**src/rtl/dcache_mem_port_if.sv**
```systemverilog
// dcache_mem_port_if: request/response bus between the data-cache memory port and the memory model.
typedef struct packed {
  logic         valid;
  logic         rw;
  logic [31:0]  addr;
  logic [127:0] data;
} mem_req_type;

typedef struct packed {
  logic [127:0] data;
  logic         ready;
} mem_data_type;

interface dcache_mem_port_if;
  mem_req_type  mem_req;
  mem_data_type mem_data;
  modport master(output mem_req, input mem_data);
  modport slave(input mem_req, output mem_data);
endinterface

```
**src/rtl/dcache_mem_port.sv**
```systemverilog
// dcache_mem_port: one miss at a time, optional dirty-victim writeback, then refill read with timeout and abort.
module dcache_mem_port #(
  parameter int TIMEOUT_CYCLES = 64,
  parameter int CNT_W = 16
) (
  input  logic                 clock,
  input  logic                 reset,
  input  logic                 miss_valid,
  output logic                 miss_ready,
  input  logic [31:0]          miss_addr,
  input  logic                 victim_dirty,
  input  logic [31:0]          victim_addr,
  input  logic [127:0]         victim_data,
  output logic                 fill_valid,
  output logic [31:0]          fill_addr,
  output logic [127:0]         fill_data,
  dcache_mem_port_if.master    mem,
  input  logic [2:0]           excpt_in,
  output logic                 timeout_err,
  output logic [CNT_W-1:0]     wb_count,
  output logic [CNT_W-1:0]     fill_count
);
  localparam int TW = $clog2(TIMEOUT_CYCLES + 1);
  typedef enum logic [2:0] {IDLE, WB, GAP, FILL, RESP} state_t;
  state_t state, state_nx;
  logic [TW-1:0] timer;
  logic [31:0] line_addr;
  logic ready, abort, busy, expire, accept;
  assign ready = mem.mem_data.ready;
  assign abort = |excpt_in;
  assign busy = state == WB || state == FILL;
  assign expire = busy && !ready && !abort && timer == TW'(TIMEOUT_CYCLES - 1);
  assign accept = state == IDLE && miss_valid && !abort;
  assign miss_ready = state == IDLE && reset;
  always_comb begin
    state_nx = state;
    if (abort || expire) state_nx = IDLE;
    else case (state)
      IDLE: if (miss_valid) state_nx = victim_dirty ? WB : FILL;
      WB: if (ready) state_nx = GAP;
      GAP: state_nx = FILL;
      FILL: if (ready) state_nx = RESP;
      default: state_nx = IDLE;
    endcase
  end
  always_ff @(posedge clock or negedge reset)
    if (!reset) begin
      state <= IDLE;
      timer <= '0;
      line_addr <= '0;
      mem.mem_req <= '0;
      fill_valid <= 1'b0;
      fill_addr <= '0;
      fill_data <= '0;
      timeout_err <= 1'b0;
      wb_count <= '0;
      fill_count <= '0;
    end else begin
      state <= state_nx;
      timer <= (busy && state_nx == state) ? timer + TW'(1) : '0;
      fill_valid <= state_nx == RESP;
      if (state_nx == RESP) begin
        fill_addr <= line_addr;
        fill_data <= mem.mem_data.data;
      end
      if (expire) timeout_err <= 1'b1;
      if (state == WB && state_nx == GAP && wb_count != '1) wb_count <= wb_count + CNT_W'(1);
      if (state_nx == RESP && fill_count != '1) fill_count <= fill_count + CNT_W'(1);
      // request fields are loaded once per transaction and held until the state is left
      if (accept) begin
        line_addr <= miss_addr & 32'hFFFF_FFF0;
        mem.mem_req <= victim_dirty ? {1'b1, 1'b1, victim_addr & 32'hFFFF_FFF0, victim_data}
                                    : {1'b1, 1'b0, miss_addr & 32'hFFFF_FFF0, 128'd0};
      end else if (state == GAP && state_nx == FILL) mem.mem_req <= {1'b1, 1'b0, line_addr, 128'd0};
      else if (state_nx != state) mem.mem_req <= '0;
    end
endmodule

```
**src/flat_wrapper.sv**
```systemverilog
// flat-port wrapper written by rule: the top's interface ports become plain ports
module dcache_mem_port_flat 
#(
  parameter int TIMEOUT_CYCLES = 64,
  parameter int CNT_W = 16
)
  (clock, reset, miss_valid, miss_ready, miss_addr, victim_dirty, victim_addr, victim_data, fill_valid, fill_addr, fill_data, excpt_in, timeout_err, wb_count, fill_count, mem_mem_req, mem_mem_data);
  dcache_mem_port_if mem_i ();
  input  logic clock;
  input  logic reset;
  input  logic miss_valid;
  output logic miss_ready;
  input  logic [31:0] miss_addr;
  input  logic victim_dirty;
  input  logic [31:0] victim_addr;
  input  logic [127:0] victim_data;
  output logic fill_valid;
  output logic [31:0] fill_addr;
  output logic [127:0] fill_data;
  input  logic [2:0] excpt_in;
  output logic timeout_err;
  output logic [CNT_W-1:0] wb_count;
  output logic [CNT_W-1:0] fill_count;
  output wire logic [$bits(mem_i.mem_req)-1:0] mem_mem_req;
  input wire logic [$bits(mem_i.mem_data)-1:0] mem_mem_data;
  assign mem_mem_req = mem_i.mem_req;
  assign mem_i.mem_data = mem_mem_data;
  dcache_mem_port #(.TIMEOUT_CYCLES(TIMEOUT_CYCLES), .CNT_W(CNT_W)) u_core (.clock(clock), .reset(reset), .miss_valid(miss_valid), .miss_ready(miss_ready), .miss_addr(miss_addr), .victim_dirty(victim_dirty), .victim_addr(victim_addr), .victim_data(victim_data), .fill_valid(fill_valid), .fill_addr(fill_addr), .fill_data(fill_data), .mem(mem_i), .excpt_in(excpt_in), .timeout_err(timeout_err), .wb_count(wb_count), .fill_count(fill_count));
endmodule
```
**config.mk**
```make
export PLATFORM = sky130hd
export DESIGN_NAME = dcache_mem_port_flat
export DESIGN_NICKNAME = d
export VERILOG_FILES = /design/src/rtl/dcache_mem_port_if.sv /design/src/rtl/dcache_mem_port.sv /design/src/flat_wrapper.sv
export SDC_FILE = /design/constraint.sdc
export NUM_CORES = 1
export LEC_CHECK = 0
export BUFFER_PORTS_ARGS = -buffer_cell sky130_fd_sc_hd__buf_4
export CAP_MARGIN = 25
export CORE_AREA = 2 2 263 265
export DETAILED_ROUTE_END_ITERATION = 10
export DIE_AREA = 0 0 265 267
export PLACE_DENSITY_LB_ADDON = 0.12
export SLEW_MARGIN = 15
export SYNTH_ARGS = -nofsm -noshare
export SYNTH_HDL_FRONTEND = slang
export SYNTH_SLANG_ARGS = --single-unit
```
**constraint.sdc**
```tcl
create_clock -name clock -period 2.1 [get_ports clock]
set_input_delay 0.42 -clock clock [delete_from_list [all_inputs] [get_ports clock]]
set_output_delay 0.42 -clock clock [all_outputs]
set_load 0.02 [all_outputs]
```
==> summary.json, run 1 <==
{
  "cts.sink_count": {"value": 386},
  "num_ports": {"value": 685},
  "fmax": {"value": 0.485, "unit": "GHz"},
  "first_global_vias": {"value": 13310},
  "critical_r2r_launch": {"value": "u_core.state[2]$_DFF_PN0_"},
  "max_cap_viol_count": {"value": 0},
  "place.gp.congestion": {"value": 0.774},
  "remaining_drc_errors": {"value": 0},
  "worst_ir_drop_vdd": {"value": 0.559, "unit": "mV"},
  "timing.slew.headroom": {"value": 55.2, "unit": "%"},
  "number_of_clock_buffers_inserted_by_tritoncts": {"value": 49},
  "dp.final_hpwl": {"value": 43.4, "unit": "mm"},
  "fin_skew": {"value": 0.0136, "unit": "ns"},
  "final_net_count": {"value": 2447},
  "report.final.setup_viol": {"value": 0},
  "area.growth.synth_to_final": {"value": 57.1, "unit": "%"},
  "postRouteAntennaNets": {"value": 0},
  "reg2reg_setup_slack": {"value": 0.04, "unit": "ns"},
  "worst_hold_end": {"value": "u_core.fill_data[23]$_DFFE_PN0P_"},
  "floorplan.core_area": {"value": 68000, "unit": "um^2"},
  "rsz0062_at_grt": {"value": "yes"},
  "die_area": {"value": 70800, "unit": "um^2"},
  "wire_length_of_the_first_global_routing_pass": {"value": 86.5, "unit": "mm"},
  "dr.first_iter.drc_count": {"value": 570},
  "synthesized_instance_count": {"value": 1377},
  "timing.hold.worst_path_depth": {"value": 3},
  "critPathCaptureType": {"value": "register"},
  "overflow": {"value": 0},
  "tritoncts_clock_tree": {"value": "done"},
  "synth_enable_flop_cells": {"value": 0},
  "netlist_top_cells_area": {"value": "dfrtp_1, nand2_1, a22o_1"},
  "top_cell_types_by_occurrence_after_synthesis": {"value": "nand2_1, dfrtp_1, a22o_1"},
  "postSynthRegisterBits": {"value": 386},
  "firstDrtPassIters": {"value": 4},
  "fp.dieW": {"value": 265, "unit": "um"},
  "global_router_s_overall_resource_usage": {"value": 16.0, "unit": "%"},
  "synth_top_area_cell": {"value": "dfrtp_1"},
  "clock_latency": {"value": 0.58, "unit": "ns"},
  "wl": {"value": 59.0, "unit": "mm"},
  "timing.critical_path.from_type": {"value": "register"},
  "dr_total_vias": {"value": 12939},
  "fp-row-count": {"value": 96},
  "synthDominantCellAreaShare": {"value": 63.9, "unit": "%"},
  "post_synth_instance_area": {"value": 15100, "unit": "um^2"},
  "max_fo_critical_path": {"value": 6},
  "hold_viol": {"value": 0},
  "routed_wl_per_cell": {"value": 19.4, "unit": "um"},
  "port_buffers": {"value": 668},
  "critical_path_class": {"value": "register to register"},
  "r2r-end": {"value": "u_core.fill_count[12]$_DFFE_PN0P_"},
  "slew_viol_final": {"value": 0},
  "start_util": {"value": 22.2, "unit": "%"},
  "run_status": {"value": "complete, no violations"},
  "reg2regPathDepth": {"value": 4},
  "drive_gt1_share": {"value": 42.2, "unit": "%"},
  "initial_antenna_violation_count": {"value": 1},
  "holdWs": {"value": 0.0417, "unit": "ns"},
  "seq_area_frac_synth": {"value": 63.9, "unit": "%"},
  "timing.final.crit_share": {"value": 98.1, "unit": "%"},
  "maximum_number_of_pins_on_one_net_before_global_route_repair": {"value": 120},
  "post_dr_vias_cell": {"value": 4.26},
  "fin_crit": {"value": 2.06, "unit": "ns"},
  "min_path_type": {"value": "input port to register"},
  "htree_levels": {"value": 2},
  "tightest_slew": {"value": 0.672, "unit": "ns"},
  "setup_total_negative_slack": {"value": 0, "unit": "ns"},
  "p_leak": {"value": 12.8, "unit": "nW"},
  "p_per_cell_area": {"value": 761, "unit": "nW/um^2"},
  "postSynth.asyncResetShare": {"value": 100, "unit": "%"},
  "yosys_warn_count": {"value": 0},
  "synth.avg_cell_area": {"value": 11.0, "unit": "um^2"},
  "clk_root_buffer_cell": {"value": "clkbuf_16"},
  "synth_ff_type": {"value": "dfrtp_1"},
  "cts_max_path_buffers": {"value": 3},
  "hp-start": {"value": "mem_mem_data[24]"},
  "yosysUniqueCellTypes": {"value": 41},
  "timing.critical_path.arrival": {"value": 2.52, "unit": "ns"},
  "finalPower": {"value": 18.1, "unit": "mW"},
  "most_numerous_cell_in_the_yosys_netlist": {"value": "nand2_1"},
  "die_y": {"value": 267, "unit": "um"},
  "worst-endpoint-required": {"value": 2.56, "unit": "ns"},
  "fin_util": {"value": 34.9, "unit": "%"},
  "clkSlewWorstSetupHoldPaths": {"value": 0.06, "unit": "ns"}
}
state kept, by name, summed over array words and instances (netlist names):
signal              flops
u_core.fill_valid       1
u_core.fill_count      16
u_core.fill_addr       28
u_core.line_addr       28
u_core.timeout_err      1
u_core.fill_data      128
u_core.mem.mem_req    158
u_core.wb_count        16
u_core.state            3
u_core.timer            7
critical path, stage by stage (launching register included):
cell,delay (ns)
dfrtp_1,0.42
or4_4,0.50
or3_4,0.45
or4_1,0.43
xnor2_1,0.14
worst max-delay path by stage:
stage,startpoint,to,slack (ns),cells past startpoint
detailed placement,excpt_in[2],u_core.mem.mem_req[85]$_DFFE_PN0P_,-0.21,9
global placement,excpt_in[2],u_core.mem.mem_req[3]$_DFFE_PN0P_,-0.21,9
floorplan,excpt_in[2],u_core.fill_count[12]$_DFFE_PN0P_,-0.12,6
global route,u_core.state[2]$_DFF_PN0_,u_core.mem.mem_req[147]$_DFFE_PN0P_,-0.06,8
CTS,u_core.state[0]$_DFF_PN0_,miss_ready,0.002,3
finish,u_core.state[2]$_DFF_PN0_,u_core.fill_count[12]$_DFFE_PN0P_,0.04,4
metrics by stage:
step	setup slack (ns)	std cells	instance area, um^2
floorplan	-0.117	1384	15200
global placement	-0.210	2924	21800
detailed placement	-0.207	2924	21800
CTS	0.00166	3025	23500
global route	-0.0571	3034	23700
finish	0.0392	3035	23700
routing by layer:
metal / GRT usage [%] / up-vias / wire length (um)
met2: 27.8 / 454 / 29900
met4: 4.67 / 0 / 1410
met5: 0 / - / 0
met3: 5.90 / 85 / 5220
met1: 18.4 / 6316 / 22400
li1: - / 6084 / -
cell usage in the layout, fill, tap and decap left out, types with 5 or more instances in the layout:
cell type,count
xor2_1,11
clkbuf_8,11
buf_12,24
nand2_1,512
nand3_1,17
xnor2_1,18
mux2i_1,28
conb_1,8
nor2_1,25
clkbuf_1,17
mux2_2,60
o21ai_0,29
clkbuf_16,54
dfrtp_1,386
buf_4,723
a22o_1,128
nand4_1,8
inv_1,7
dlygate4sd3_1,13
clkinv_2,5
a21oi_1,5
timing repair:
item,in CTS,in global routing
gates resized for setup,5,15
endpoints found under the hold margin,55,0
endpoints found under the setup margin,118,190
cloned,1,3
buffers inserted,0,6
hold buffers,13,0
pin swaps,2,1
report_power, final:
part	switching (mW)	internal, mW
Sequential	0.213	7.76
Combinational	0.943	1.03
Clock	3.29	4.82
layout make-up:
type                       instances  area, um^2
sequential                       386        9660
inverter                           7        26.3
tap                              882        1100
clock buffer                      79        1490
fill                            6990       44200
clock inverter                     8        50.0
timing repair buffer             770        6230
multi-input combinational        902        5180
antenna                            1        2.50
logic make-up (layout without fill, tap and decap cells):
logic type / count (synthesis) / count (layout) / synth area share, %
adders and majority gates: 3 / 3 / 0.248
and+or+nand+nor: 600 / 600 / 15.9
DFF: 386 / 386 / 63.9
buffers and inverters: 96 / 864 / 2.68
muxes: 88 / 88 / 6.33
xor gates and xnor gates: 29 / 29 / 1.68
other: 1 / 9 / 0.0248
AOI/OAI and AO/OA: 174 / 174 / 9.24
No activity file was read; power rests on OpenSTA's default activity.
==> run 2, diff against run 1 <==
--- a/config.mk
+++ b/config.mk
@@ -8,4 +8,6 @@
 export BUFFER_PORTS_ARGS = -buffer_cell sky130_fd_sc_hd__buf_4
 export CAP_MARGIN = 25
+export CELL_PAD_IN_SITES_DETAIL_PLACEMENT = 0
+export CELL_PAD_IN_SITES_GLOBAL_PLACEMENT = 1
 export CORE_AREA = 2 2 263 265
 export DETAILED_ROUTE_END_ITERATION = 10
==> constraint.sdc (replaced) <==
create_clock -name clock -period 2.1 [get_ports clock]
set_input_delay 0.21 -clock clock [delete_from_list [all_inputs] [get_ports clock]]
set_output_delay 0.21 -clock clock [all_outputs]
set_load 0.02 [all_outputs]
==> run 2 against run 1 <==
Net effect: combinational power up 23%; clock-buffer cell count is 10 lower; power rose by 5.3%; first-iteration DRC count grew 26%; via count up 8.3%; final cell count increased by 8.8%; core utilization rose by 4.0 points; fmax down 0.15%; critical path type unchanged.
==> summary.json, run 2 (synthesis results as in run 1) <==
{
  "run_status": {"value": "complete, no violations"},
  "fp.dieW": {"value": 265, "unit": "um", "change": "unchanged"},
  "timing.final.crit_share": {"value": 98.3, "unit": "%", "change": "+0.14 points"},
  "critical_r2r_launch": {"value": "u_core.state[2]$_DFF_PN0_"},
  "use_met1": {"value": 22.4, "unit": "%", "change": "+4.0 points"},
  "clkSlewWorstSetupHoldPaths": {"value": 0.06, "unit": "ns", "change": "about the same"},
  "tightest_slew": {"value": 0.790, "unit": "ns", "change": "+0.117 ns"},
  "routed_wl_per_cell": {"value": 20.0, "unit": "um", "change": "+3.0%"},
  "reg2regPathDepth": {"value": 8, "change": "+4"},
  "timing.hold.worst_path_depth": {"value": 4, "change": "+1"},
  "hold_viol": {"value": 0, "change": "unchanged"},
  "rsz0062_at_grt": {"value": "yes"},
  "report.final.setup_viol": {"value": 0, "change": "unchanged"},
  "first_global_vias": {"value": 14544, "change": "+9.3%"},
  "dp.final_hpwl": {"value": 47.8, "unit": "mm", "change": "+10%"},
  "placed_area": {"value": 21800, "unit": "um^2", "change": "-0.29%"},
  "htree_levels": {"value": 2, "change": "unchanged"},
  "slew_viol_final": {"value": 0, "change": "unchanged"},
  "worst_hold_end": {"value": "u_core.mem.mem_req[133]$_DFFE_PN0P_"},
  "critPathSlowestCell": {"value": "o31a_4"},
  "cp_slowest_stage_delay": {"value": 0.40, "unit": "ns", "change": "-0.10 ns"},
  "clk_root_buffer_cell": {"value": "clkbuf_16"},
  "worst_ir_drop_vdd": {"value": 0.503, "unit": "mV", "change": "-10%"},
  "fin_crit": {"value": 2.06, "unit": "ns", "change": "+0.00299 ns"},
  "cts.sink_count": {"value": 386, "change": "unchanged"},
  "drive_gt1_share": {"value": 37.6, "unit": "%", "change": "-4.6 points"},
  "worst-endpoint-required": {"value": 2.55, "unit": "ns", "change": "about the same"},
  "fmax": {"value": 0.485, "unit": "GHz", "change": "-0.15%"},
  "area.growth.synth_to_final": {"value": 75.2, "unit": "%"},
  "number_of_clock_buffers_inserted_by_tritoncts": {"value": 48, "change": "-2.0%"},
  "die_area": {"value": 70800, "unit": "um^2", "change": "unchanged"},
  "wire_length_of_the_first_global_routing_pass": {"value": 95.6, "unit": "mm", "change": "+10%"},
  "port_buffers": {"value": 668, "change": "unchanged"},
  "grt_util_met2": {"value": 29.1, "unit": "%", "change": "+1.3 points"},
  "max_fo_critical_path": {"value": 14, "change": "+8"},
  "reg2reg_setup_slack": {"value": 0.04, "unit": "ns", "change": "about the same"},
  "largest_register_ffs": {"value": 158, "change": "unchanged"},
  "dr.first_iter.drc_count": {"value": 716, "change": "+26%"},
  "start_util": {"value": 22.2, "unit": "%", "change": "unchanged"},
  "fin_area": {"value": 26500, "unit": "um^2", "change": "+12%"},
  "tritoncts_clock_tree": {"value": "done"},
  "gr-max-usage-layer": {"value": "met2"},
  "max_cap_viol_count": {"value": 0, "change": "unchanged"},
  "timing.critical_path.from_type": {"value": "register"},
  "p_per_cell_area": {"value": 718, "unit": "nW/um^2", "change": "-5.6%"},
  "timing.slew.headroom": {"value": 47.3, "unit": "%", "change": "-7.8 points"},
  "worstPathCellList": {"value": "buf_6 -> nor4_4 -> buf_4 -> nor2_1 -> o31a_4 -> buf_12 -> clkbuf_16 -> a22o_1"},
  "critPathCaptureType": {"value": "register"},
  "global_router_s_overall_resource_usage": {"value": 17.8, "unit": "%", "change": "+1.8 points"},
  "fp-row-count": {"value": 96, "change": "unchanged"},
  "dr_total_vias": {"value": 14013, "change": "+8.3%"},
  "min_path_type": {"value": "input port to register"},
  "firstDrtPassIters": {"value": 4, "change": "unchanged"},
  "postRouteAntennaNets": {"value": 0, "change": "unchanged"},
  "post_dr_vias_cell": {"value": 4.24, "change": "-0.46%"},
  "num_ports": {"value": 685, "change": "unchanged"},
  "clock_latency": {"value": 0.57, "unit": "ns", "change": "about the same"},
  "final_common_cell": {"value": "buf_4"},
  "critical_path_class": {"value": "register to register"},
  "largest_register": {"value": "u_core.mem.mem_req"},
  "cts_max_path_buffers": {"value": 3, "change": "unchanged"},
  "timing.critical_path.arrival": {"value": 2.52, "unit": "ns", "change": "about the same"},
  "hp-start": {"value": "victim_addr[5]"},
  "remaining_drc_errors": {"value": 0, "change": "unchanged"},
  "wl": {"value": 66.1, "unit": "mm", "change": "+12%"},
  "cp_top_family": {"value": "buffers and inverters"},
  "die_y": {"value": 267, "unit": "um", "change": "unchanged"},
  "initial_antenna_violation_count": {"value": 3, "change": "+2"},
  "largest_registers": {"value": "u_core.mem.mem_req x158, u_core.fill_data x128"},
  "fill_cells": {"value": 6824, "change": "-2.4%"},
  "overflow": {"value": 0, "change": "unchanged"},
  "r2r-end": {"value": "u_core.mem.mem_req[1]$_DFFE_PN0P_"},
  "place.gp.congestion": {"value": 0.797, "change": "+3.0%"},
  "maximum_number_of_pins_on_one_net_before_global_route_repair": {"value": 121, "change": "+0.83%"},
  "crit_path_from": {"value": "u_core.state[2]$_DFF_PN0_"},
  "use_met3": {"value": 5.60, "unit": "%", "change": "-0.30 points"},
  "fin_skew": {"value": 0.0158, "unit": "ns", "change": "+0.00211 ns"},
  "final_net_count": {"value": 2714, "change": "+11%"},
  "p_leak": {"value": 13.9, "unit": "nW", "change": "+9.0%"},
  "most-common-layout-cells": {"value": "buf_4, nand2_1, dfrtp_1"},
  "floorplan.core_area": {"value": 68000, "unit": "um^2", "change": "unchanged"},
  "fin_util": {"value": 38.9, "unit": "%", "change": "+4.0 points"},
  "crit_buf_inv": {"value": 4, "change": "+4"}
}
[run 2: cell types whose count changed in the layout (fill, tap and decap cells not counted), sizes merged]
cell         previous run  this run
dlygate4sd3            13       287
clkbuf                 82        73
buf                   754       747
clkinv                  6        12
bufinv                  0         5
clkinvlp                1         0
inv                     8         7
[run 2: how the worst max path moves through the flow]
stage	slack, ns	depth (start not counted)	end
5_1_grt	-0.06	8	u_core.mem.mem_req[147]$_DFFE_PN0P_
4_1_cts	0.0009	8	u_core.mem.mem_req[117]$_DFFE_PN0P_
2_1_floorplan	-0.004	6	u_core.fill_count[12]$_DFFE_PN0P_
3_3_place_gp	-0.16	7	u_core.wb_count[8]$_DFFE_PN0P_
6_report	0.04	8	u_core.mem.mem_req[1]$_DFFE_PN0P_
3_5_place_dp	-0.12	8	u_core.mem.mem_req[36]$_DFFE_PN0P_
[run 2: routing by layer]
| layer | wire length (um) | vias to the layer above |
|---|---|---|
| met4 | 1740 | 4 |
| met1 | 27600 | 6829 |
| met3 | 5050 | 96 |
| met5 | 25 | - |
| li1 | - | 6621 |
| met2 | 31600 | 463 |
[run 2: where the power goes]
| part | switching (mW) | total (mW) | internal [mW] | leakage (nW) |
|---|---|---|---|---|
| logic | 1.07 | 2.43 | 1.36 | 7.82 |
| clock network | 3.34 | 8.60 | 5.25 | 0.811 |
| registers | 0.232 | 7.99 | 7.76 | 5.29 |
[run 2: what timing repair did]
| item | 4_1_cts | 5_1_grt |
|---|---|---|
| hold endpoints to repair | 672 | 0 |
| setup buffers | 0 | 3 |
| hold buffers | 287 | 0 |
| endpoints found under the setup margin | 148 | 138 |
| pin swaps | 1 | 14 |
| resized for setup | 6 | 13 |
| gates cloned | 0 | 4 |
[run 2: final cells by class]
class	instances	area [um^2]	share of cell area, %
diodes	1	2.50	0.00945
multi-input cells	902	5180	19.6
clock buffers	69	1410	5.33
flip-flops and latches	386	9660	36.5
inverters	7	26.3	0.0992
well taps	882	1100	4.17
clock inverters	17	210	0.794
repair buffers	1038	8880	33.5
[run 2: worst register-to-register path, stage by stage (launching register included)]
cell and delay, ns:
dfrtp_1 0.38, buf_6 0.13, nor4_4 0.16, buf_4 0.19, nor2_1 0.05, o31a_4 0.40
buf_12 0.18, clkbuf_16 0.20, a22o_1 0.23
[run 2: stage by stage]
stage                     hold slack, ns  TNS [ns]  total power, mW  std cells  worst slack [ns]
after floorplan                  -0.0856  -0.00445             8.77       1384          -0.00445
after global placement            0.0665     -5.61             10.0       2921            -0.158
after detailed placement          0.0647     -9.99             10.0       2921            -0.118
after CTS                         0.0176         0             19.3       3294          0.000926
after global routing              0.0539     -3.22             19.8       3302           -0.0557
final                             0.0549         0             19.0       3302            0.0362
